--- config.mk ---
export PLATFORM = sky130hd
export DESIGN_NAME = watch_mode_ctrl
export DESIGN_NICKNAME = d
export VERILOG_FILES = /design/src/rtl/watch_mode_ctrl.sv
export SDC_FILE = /design/constraint.sdc
export NUM_CORES = 1
export LEC_CHECK = 0
export BUFFER_PORTS_ARGS = -buffer_cell sky130_fd_sc_hd__buf_4
export CAP_MARGIN = 15
export CORE_MARGIN = 2
export CORE_UTILIZATION = 50
export CTS_BUF_LIST = sky130_fd_sc_hd__clkbuf_2 sky130_fd_sc_hd__clkbuf_4 sky130_fd_sc_hd__clkbuf_8
export CTS_CLUSTER_DIAMETER = 60
export DETAILED_ROUTE_END_ITERATION = 12
export GPL_TIMING_DRIVEN = 0
export PLACE_DENSITY = 0.74
export SYNTH_ARGS = -nofsm -noshare
export SYNTH_HDL_FRONTEND = slang
export SYNTH_SLANG_ARGS = --single-unit
--- constraint.sdc ---
create_clock -name clk -period 2.5 [get_ports clk]
set_input_delay 0.125 -clock clk [delete_from_list [all_inputs] [get_ports clk]]
set_output_delay 0.125 -clock clk [all_outputs]
set_load 0.05 [all_outputs]
--- src/rtl/watch_mode_ctrl.sv ---
// Smartwatch UI sequencer: button-driven mode FSM with time/alarm editing, stopwatch control and display mux.
// Optional inactivity timeout in the set modes is enabled by defining WATCH_MODE_AUTO_TIMEOUT_EN.
module watch_mode_ctrl #(
  parameter int TIMEOUT_TICKS = 16
) (
  input  logic       clk,
  input  logic       reset,
  input  logic       tick_1hz,
  input  logic       mode_btn,
  input  logic       inc_btn,
  input  logic [4:0] cur_hours,
  input  logic [5:0] cur_minutes,
  output logic [2:0] mode,
  output logic       load_time,
  output logic [4:0] time_hours,
  output logic [5:0] time_minutes,
  output logic [4:0] alarm_hours,
  output logic [5:0] alarm_minutes,
  output logic       sw_start,
  output logic       sw_reset,
  output logic [4:0] disp_hours,
  output logic [5:0] disp_minutes,
  output logic       blink
);

  typedef enum logic [2:0] {
    ST_CLOCK        = 3'd0,
    ST_SET_HOUR     = 3'd1,
    ST_SET_MIN      = 3'd2,
    ST_SET_ALM_HOUR = 3'd3,
    ST_SET_ALM_MIN  = 3'd4,
    ST_STOPWATCH    = 3'd5
  } state_e;

  if (TIMEOUT_TICKS < 1) begin : g_bad_timeout
    $error("TIMEOUT_TICKS must be at least 1");
  end

  state_e     state_q, state_d;
  logic       mode_prev_q, inc_prev_q;
  logic [4:0] edit_h_q, edit_h_d;
  logic [5:0] edit_m_q, edit_m_d;
  logic       load_time_q, load_time_d;
  logic [4:0] time_h_q, time_h_d;
  logic [5:0] time_m_q, time_m_d;
  logic [4:0] alarm_h_q, alarm_h_d;
  logic [5:0] alarm_m_q, alarm_m_d;
  logic       sw_start_q, sw_start_d;
  logic       sw_reset_q, sw_reset_d;
  logic       blink_q, blink_d;

  logic mode_rise, inc_rise, in_set;

  assign mode_rise = mode_btn & ~mode_prev_q;
  // A simultaneous mode press swallows the inc press.
  assign inc_rise  = inc_btn & ~inc_prev_q & ~mode_rise;
  assign in_set    = (state_q == ST_SET_HOUR) || (state_q == ST_SET_MIN) ||
                     (state_q == ST_SET_ALM_HOUR) || (state_q == ST_SET_ALM_MIN);

`ifdef WATCH_MODE_AUTO_TIMEOUT_EN
  localparam int IDLE_W = $clog2(TIMEOUT_TICKS + 1);
  logic [IDLE_W-1:0] idle_q, idle_d;
`endif

  // NOTE: every variable gets a default before the case so no path leaves it unassigned (no latches).
  always_comb begin
    state_d     = state_q;
    edit_h_d    = edit_h_q;
    edit_m_d    = edit_m_q;
    load_time_d = 1'b0;
    time_h_d    = time_h_q;
    time_m_d    = time_m_q;
    alarm_h_d   = alarm_h_q;
    alarm_m_d   = alarm_m_q;
    sw_start_d  = sw_start_q;
    sw_reset_d  = 1'b0;
    blink_d     = blink_q ^ (tick_1hz & in_set);

    case (state_q)
      ST_CLOCK: begin
        if (mode_rise) begin
          state_d  = ST_SET_HOUR;
          edit_h_d = (cur_hours   > 5'd23) ? 5'd0 : cur_hours;
          edit_m_d = (cur_minutes > 6'd59) ? 6'd0 : cur_minutes;
        end
      end
      ST_SET_HOUR: begin
        if (mode_rise)     state_d  = ST_SET_MIN;
        else if (inc_rise) edit_h_d = (edit_h_q == 5'd23) ? 5'd0 : edit_h_q + 5'd1;
      end
      ST_SET_MIN: begin
        if (mode_rise) begin
          state_d     = ST_SET_ALM_HOUR;
          load_time_d = 1'b1;
          time_h_d    = edit_h_q;
          time_m_d    = edit_m_q;
        end else if (inc_rise) begin
          edit_m_d = (edit_m_q == 6'd59) ? 6'd0 : edit_m_q + 6'd1;
        end
      end
      ST_SET_ALM_HOUR: begin
        if (mode_rise)     state_d   = ST_SET_ALM_MIN;
        else if (inc_rise) alarm_h_d = (alarm_h_q == 5'd23) ? 5'd0 : alarm_h_q + 5'd1;
      end
      ST_SET_ALM_MIN: begin
        if (mode_rise)     state_d   = ST_STOPWATCH;
        else if (inc_rise) alarm_m_d = (alarm_m_q == 6'd59) ? 6'd0 : alarm_m_q + 6'd1;
      end
      ST_STOPWATCH: begin
        if (mode_rise) begin
          state_d    = ST_CLOCK;
          sw_reset_d = ~sw_start_q;
        end else if (inc_rise) begin
          sw_start_d = ~sw_start_q;
        end
      end
      default: state_d = ST_CLOCK;
    endcase

`ifdef WATCH_MODE_AUTO_TIMEOUT_EN
    idle_d = idle_q;
    if (!in_set || mode_rise || inc_rise) begin
      idle_d = '0;
    end else if (tick_1hz) begin
      if (idle_q == IDLE_W'(TIMEOUT_TICKS - 1)) begin
        // Abandon the edit: pending time edits are dropped, alarm writes already stuck.
        state_d = ST_CLOCK;
        idle_d  = '0;
      end else begin
        idle_d = idle_q + 1'b1;
      end
    end
`endif

    if (state_d != state_q) blink_d = 1'b0;
  end

  // NOTE: sequential state uses non-blocking assignments so all registers update from pre-edge values.
  always_ff @(posedge clk or posedge reset) begin
    if (reset) begin
      state_q     <= ST_CLOCK;
      mode_prev_q <= 1'b0;
      inc_prev_q  <= 1'b0;
      edit_h_q    <= '0;
      edit_m_q    <= '0;
      load_time_q <= 1'b0;
      time_h_q    <= '0;
      time_m_q    <= '0;
      alarm_h_q   <= '0;
      alarm_m_q   <= '0;
      sw_start_q  <= 1'b0;
      sw_reset_q  <= 1'b0;
      blink_q     <= 1'b0;
    end else begin
      state_q     <= state_d;
      mode_prev_q <= mode_btn;
      inc_prev_q  <= inc_btn;
      edit_h_q    <= edit_h_d;
      edit_m_q    <= edit_m_d;
      load_time_q <= load_time_d;
      time_h_q    <= time_h_d;
      time_m_q    <= time_m_d;
      alarm_h_q   <= alarm_h_d;
      alarm_m_q   <= alarm_m_d;
      sw_start_q  <= sw_start_d;
      sw_reset_q  <= sw_reset_d;
      blink_q     <= blink_d;
    end
  end

`ifdef WATCH_MODE_AUTO_TIMEOUT_EN
  always_ff @(posedge clk or posedge reset) begin
    if (reset) idle_q <= '0;
    else       idle_q <= idle_d;
  end
`endif

  always_comb begin
    disp_hours   = cur_hours;
    disp_minutes = cur_minutes;
    case (state_q)
      ST_SET_HOUR, ST_SET_MIN: begin
        disp_hours   = edit_h_q;
        disp_minutes = edit_m_q;
      end
      ST_SET_ALM_HOUR, ST_SET_ALM_MIN: begin
        disp_hours   = alarm_h_q;
        disp_minutes = alarm_m_q;
      end
      default: ;
    endcase
  end

  assign mode          = state_q;
  assign load_time     = load_time_q;
  assign time_hours    = time_h_q;
  assign time_minutes  = time_m_q;
  assign alarm_hours   = alarm_h_q;
  assign alarm_minutes = alarm_m_q;
  assign sw_start      = sw_start_q;
  assign sw_reset      = sw_reset_q;
  assign blink         = blink_q;

endmodule

== Word-level counts from Yosys, hierarchy flattened ==
Cells that the tools add are included.

* Bits in registers: 42
* Bits of input ports: 16
* Output and inout bits: 40
* Word-level logic and storage cells: 85

* Add/subtract/negate cells: 4
* Order comparisons: 2
* Equality and inequality tests: 15
* Muxes and demuxes: 28
* Bitwise operators: 9
* Reductions and logical operators: 14

{| class="wikitable"
|+ Operator list
! operator !! number
|-
| $mux 6 || 6
|-
| $mux 5 || 6
|-
| $pmux 6 s2 || 2
|-
| $pmux 5 s2 || 2
|-
| $mux 3 || 6
|-
| $pmux 3 s6 || 1
|-
| $add 6x1->6 const B || 2
|-
| $eq 6x6->1 const B || 2
|-
| $add 5x1->5 const B || 2
|-
| $eq 5x5->1 const B || 2
|-
| $ne 2x2->1 const B || 5
|-
| $reduce_and 3->1 || 3
|-
| $reduce_and 4->1 || 2
|-
| $eq 3x2->1 const B || 2
|-
| $eq 3x3->1 const B || 2
|-
| $gt 6x6->1 const B || 1
|-
| $gt 5x5->1 const B || 1
|-
| $mux 1 || 5
|-
| $and 1x1->1 || 4
|-
| $not 1->1 || 4
|-
| $reduce_bool 2->1 || 2
|-
| $reduce_or 2->1 || 2
|-
| $eq 3x1->1 const B || 1
|-
| $logic_not 3->1 || 1
|-
| other kinds (4) || 6
|}

== Depth between registers and ports, before layout ==
* Depth in word-level cells: 7
* Depth in mapped cells: 7
* Mapped depth without buffers: 5

== Worst setup path before layout ==
No wires, ideal clock.

* Path type: register to output
* Start point: register state_q[0] (netlist: mode[0])
* End point: output port disp_hours[3]
* Arrival time: 2551 ps
* Data required time: 2375 ps
* Slack: -176 ps
* Stages on the path, launching flop included: 6
* Buffers on the path: 2
* Path through: dfrtp_1 or2_1 buf_2 buf_2 o22ai_1 o31ai_1

* Word-level cells in the longest chain between the ends: 3
* Elaborated cells on any way between the ends: 7
* Classes of those cells: 4 x eq/ne; 1 x mux; 2 x reduce/logical

{| class="wikitable"
|+ Ends and longest elaborated chain
! what !! line !! text
|-
| start, declared || 39 || <nowiki>state_e state_q, state_d;</nowiki>
|-
| start signal, assigned || 155 || <nowiki>state_q <= state_d;</nowiki>
|-
| $eq 3x2->1, or another cell as far along || 181 || <nowiki>case (state_q)</nowiki>
|-
| $reduce_or 2->1 || 181 ||
|-
| $pmux 5 s2 * || 181 ||
|-
| end, declared || 21 || <nowiki>output logic [4:0] disp_hours,</nowiki>
|}

Every way passes the cells marked *; elsewhere a longest branch is shown, timed or not.

== Worst setup path after layout ==
* Start point: register state_q[2] (netlist: mode[2])
* End point: output port disp_minutes[4]

* Word-level cells in the longest chain between the ends: 3
* Elaborated cells on any way between the ends: 7
* Classes of those cells: 4 x eq/ne; 1 x mux; 2 x reduce/logical

{| class="wikitable"
|+ Ends and longest elaborated chain
! what !! line !! text
|-
| $eq 3x2->1, or another cell as far along || 181 ||
|-
| $reduce_or 2->1 || 181 ||
|-
| $pmux 6 s2 * || 181 ||
|-
| end, declared || 22 || <nowiki>output logic [5:0] disp_minutes,</nowiki>
|}

Marks and branches as above.

==> metrics.sh <==
RUN_STATUS='completed'
FLOORPLAN.DIE_AREA_UM2=5990
GRT_ANTENNA_BEFORE_REPAIR=0
ASYNC_FLOP_SHARE=1.00
ROUTE.FINAL.WIRE_LENGTH_UM=6420
TIMING.MAX_SLEW.REL_SLACK=0.603
OVERFLOW=0
DETAIL-ROUTE-ANTENNA-NETS=0
SETUP_CRIT_START_KIND='flop'
YS_FF_LATCH=42
PLACE.DETAILED.INSTANCES=415
MOST_USED_FLIP_FLOP_CELL_AFTER_SYNTHESIS='sky130_fd_sc_hd__dfrtp_1'
SLEW_VIOLATIONS=0
CRITICAL_PATH.REG2REG.STARTPOINT='mode[2]'
TIMING.CRITICAL_PATH.REQUIRED_NS=2.38
TIGHTESTPINTRANSITION_NS=0.595
GPL.FINAL_WEIGHTED_CONGESTION=0.837
CLOCK_LATENCY_NS=0.29
VIAS=2447
DIE_W_UM=77.4
DIE_H_UM=77.4
CTS.HTREE.LEVELS=2
CTS_TREE='done'
CRITICAL_PATH_CLASS='flop to primary output'
MAX_FREQ_GHz=0.420
FIN_CELLS=426
ROWS=26
ANTENNA_CELLS=0
CTS_ROOT_BUF='sky130_fd_sc_hd__clkbuf_8'
FINAL_NETS=375
MIN_PATH_TYPE='input port to flop'
SYNTH_EDF_COUNT=0
SETUP_REPAIR_AFTER_GLOBAL_ROUTING_MISSED_ITS_MARGIN='no'
CTS_RESIZED=0
WIRE_LENGTH_OF_THE_FIRST_GLOBAL_ROUTING_PASS_UM=10700
TIMING.SETUP.TNS_NS=0
MAPPEDNETLISTAREA_UM2=2690
TIMING.FINAL.SETUP_VIOLATIONS=0
TIMING.CRITICAL_PATH.FANOUT_MAX=10
LAYOUT_COMMON_CELLS='56 x sky130_fd_sc_hd__buf_4, 42 x sky130_fd_sc_hd__dfrtp_1, 30 x sky130_fd_sc_hd__nand2_1, 19 x sky130_fd_sc_hd__o21ai_0'
DRV_CAP=0
AREA_GROWTH_SYN_TO_LAYOUT_PCT=25.1
SYNTH.DISTINCT_CELLS=54
DRIVE_GT1_FRAC=0.312
CLOCK_TREE.BUFFER_DEPTH=2
SYNTHESIS.INSTANCES=289
BUFFER_PORTS.INSERTED=55
PLACED_CELL_AREA_UM2=3240
DP_HPWL_UM=4850
DETAIL_ROUTE.DRC_VIOLATIONS=0
CP_DATA_ARRIVAL_TIME_NS=2.26
YS_WARN_COUNT=0
COUNT_OF_BUFFERS_ADDED_BY_POST_CTS_TIMING_REPAIR_FOR_SETUP=0
CLOCK_SINKS=42
DETAILEDROUTE.FIRSTPASSITERATIONCOUNT=4
DRT_ITER0_DRC=174
CTS.CLK_SLEW.WORST_PATHS_NS=0.07
CORE-AREA_UM2=5140
INITIAL_UTILIZATION=0.524
FIRST_GLOBAL_VIAS=2229
FINAL_HOLD_VIOL_COUNT=0
AVGSYNTHCELLAREA_UM2=9.31
WORST_CLOCK_SKEW_NS=0.00728
POST_DRT_VIA_CELL_RATIO=5.74
SYNTHESIS.NETS=309
NUM_IO_PINS=56
DR_WL_CELL_UM=15.1
GRT_START_MAX_NET_PINS=30
FINAL_INSTANCE_AREA_UM2=3370
CP-STARTPOINT='mode[2]'
MIN_PERIOD_NS=2.38
CTS_INSERTED_BUFFERS=5
YOSYSSEQAREASHARE=0.391
TRACK_USAGE=0.220
HOLD_START='cur_hours[1]'
CP-END-KIND='primary output'
TIMING.FINAL.CRIT_SHARE=0.953
LAYOUT_COMMONEST_CELL='sky130_fd_sc_hd__buf_4'
-- worst paths after layout --
path / slack [ns] / cells after the start / to
min reg2reg: 0.49 / 1 / sw_reset
min: 0.13 / 3 / edit_h_q[1]
max reg2reg: 0.54 / 7 / edit_m_q[0]
min in group asynchronous: 0.35 / 3 / alarm_hours[2]
max in group asynchronous: 1.68 / 4 / edit_m_q[3]
max: 0.12 / 6 / disp_minutes[4]
-- cells by family (layout without fill, tap and decap cells) --
| kind of cell | after synthesis | in the layout | synth area share |
|---|---|---|---|
| AOI/OAI and AO/OA | 76 | 76 | 0.183 |
| DFF | 42 | 42 | 0.391 |
| muxes | 27 | 27 | 0.111 |
| xor gates and xnor gates | 5 | 5 | 0.0191 |
| adders and majority gates | 4 | 4 | 0.0186 |
| buffers and inverters | 25 | 92 | 0.0479 |
| and+or+nand+nor | 110 | 110 | 0.230 |
-- worst max-delay path, cell delays in order (launching register included) --
cell and delay [ns]:
sky130_fd_sc_hd__dfrtp_1 0.38, sky130_fd_sc_hd__buf_6 0.15, sky130_fd_sc_hd__clkbuf_1 0.35, sky130_fd_sc_hd__clkbuf_1 0.52
sky130_fd_sc_hd__o21ai_0 0.22, sky130_fd_sc_hd__o21a_1 0.16, sky130_fd_sc_hd__buf_4 0.19
-- Yosys cell counts, drive strengths merged (2+ instances only) --
library cell | n | area share
a21oi | 5 | 0.0093
a22o | 7 | 0.023
a31oi | 5 | 0.012
and3 | 3 | 0.0070
buf | 12 | 0.030
clkbuf | 7 | 0.0098
dfrtp | 42 | 0.39
ha | 4 | 0.019
inv | 6 | 0.0084
mux2 | 19 | 0.081
mux2i | 8 | 0.030
nand2 | 32 | 0.046
nand2b | 3 | 0.0070
nand3 | 17 | 0.032
nand3b | 3 | 0.0084
nand4 | 3 | 0.0070
nor2 | 17 | 0.024
nor2b | 2 | 0.0046
nor3 | 8 | 0.023
nor3b | 3 | 0.010
nor4 | 3 | 0.018
o211ai | 6 | 0.017
o21ai | 24 | 0.045
o22ai | 13 | 0.030
o31ai | 8 | 0.022
or2 | 3 | 0.0070
or3 | 7 | 0.016
or3b | 2 | 0.0065
xnor2 | 4 | 0.016
-- metrics by stage --
step / setup WS (ns) / hold slack (ns) / util
after floorplan: 0.202 / 0.156 / -
after global placement: 0.475 / 0.246 / 0.627
after detailed placement: 0.465 / 0.116 / 0.631
after CTS: 0.138 / 0.125 / 0.655
after global routing: 0.0280 / 0.130 / 0.655
final: 0.118 / 0.133 / 0.655
-- registers in the layout, indices dropped and copies added (netlist names) --
signal,flops
alarm_hours,5
alarm_minutes,6
blink,1
edit_h_q,5
edit_m_q,6
inc_prev_q,1
load_time,1
mode,3
mode_prev_q,1
sw_reset,1
sw_start,1
time_hours,5
time_minutes,6
-- per-layer routing --
| layer | GRT usage | part of all wire |
|---|---|---|
| met5 | 0 | 0 |
| met4 | 0.0411 | 0.0065 |
| met3 | 0.0442 | 0.053 |
| met2 | 0.365 | 0.48 |
| met1 | 0.303 | 0.46 |
-- area by class of cell --
type                       count  area, µm²
sequential                    42       1050
inverter                       6       22.5
timing repair buffer          59        463
fill                         474       1770
buffer                        19        106
tap                           70       87.6
clock buffer                   7       90.1
multi-input combinational    222       1540
clock inverter                 1       5.00
-- what timing repair did --
action                                 CTS  global route
endpoints found under the hold margin   15             0
hold buffers                             3             0
setup endpoints to repair                0             0
Power is not shown: default switching activity piles up to over one toggle a cycle in this logic, so the estimate is an artifact.
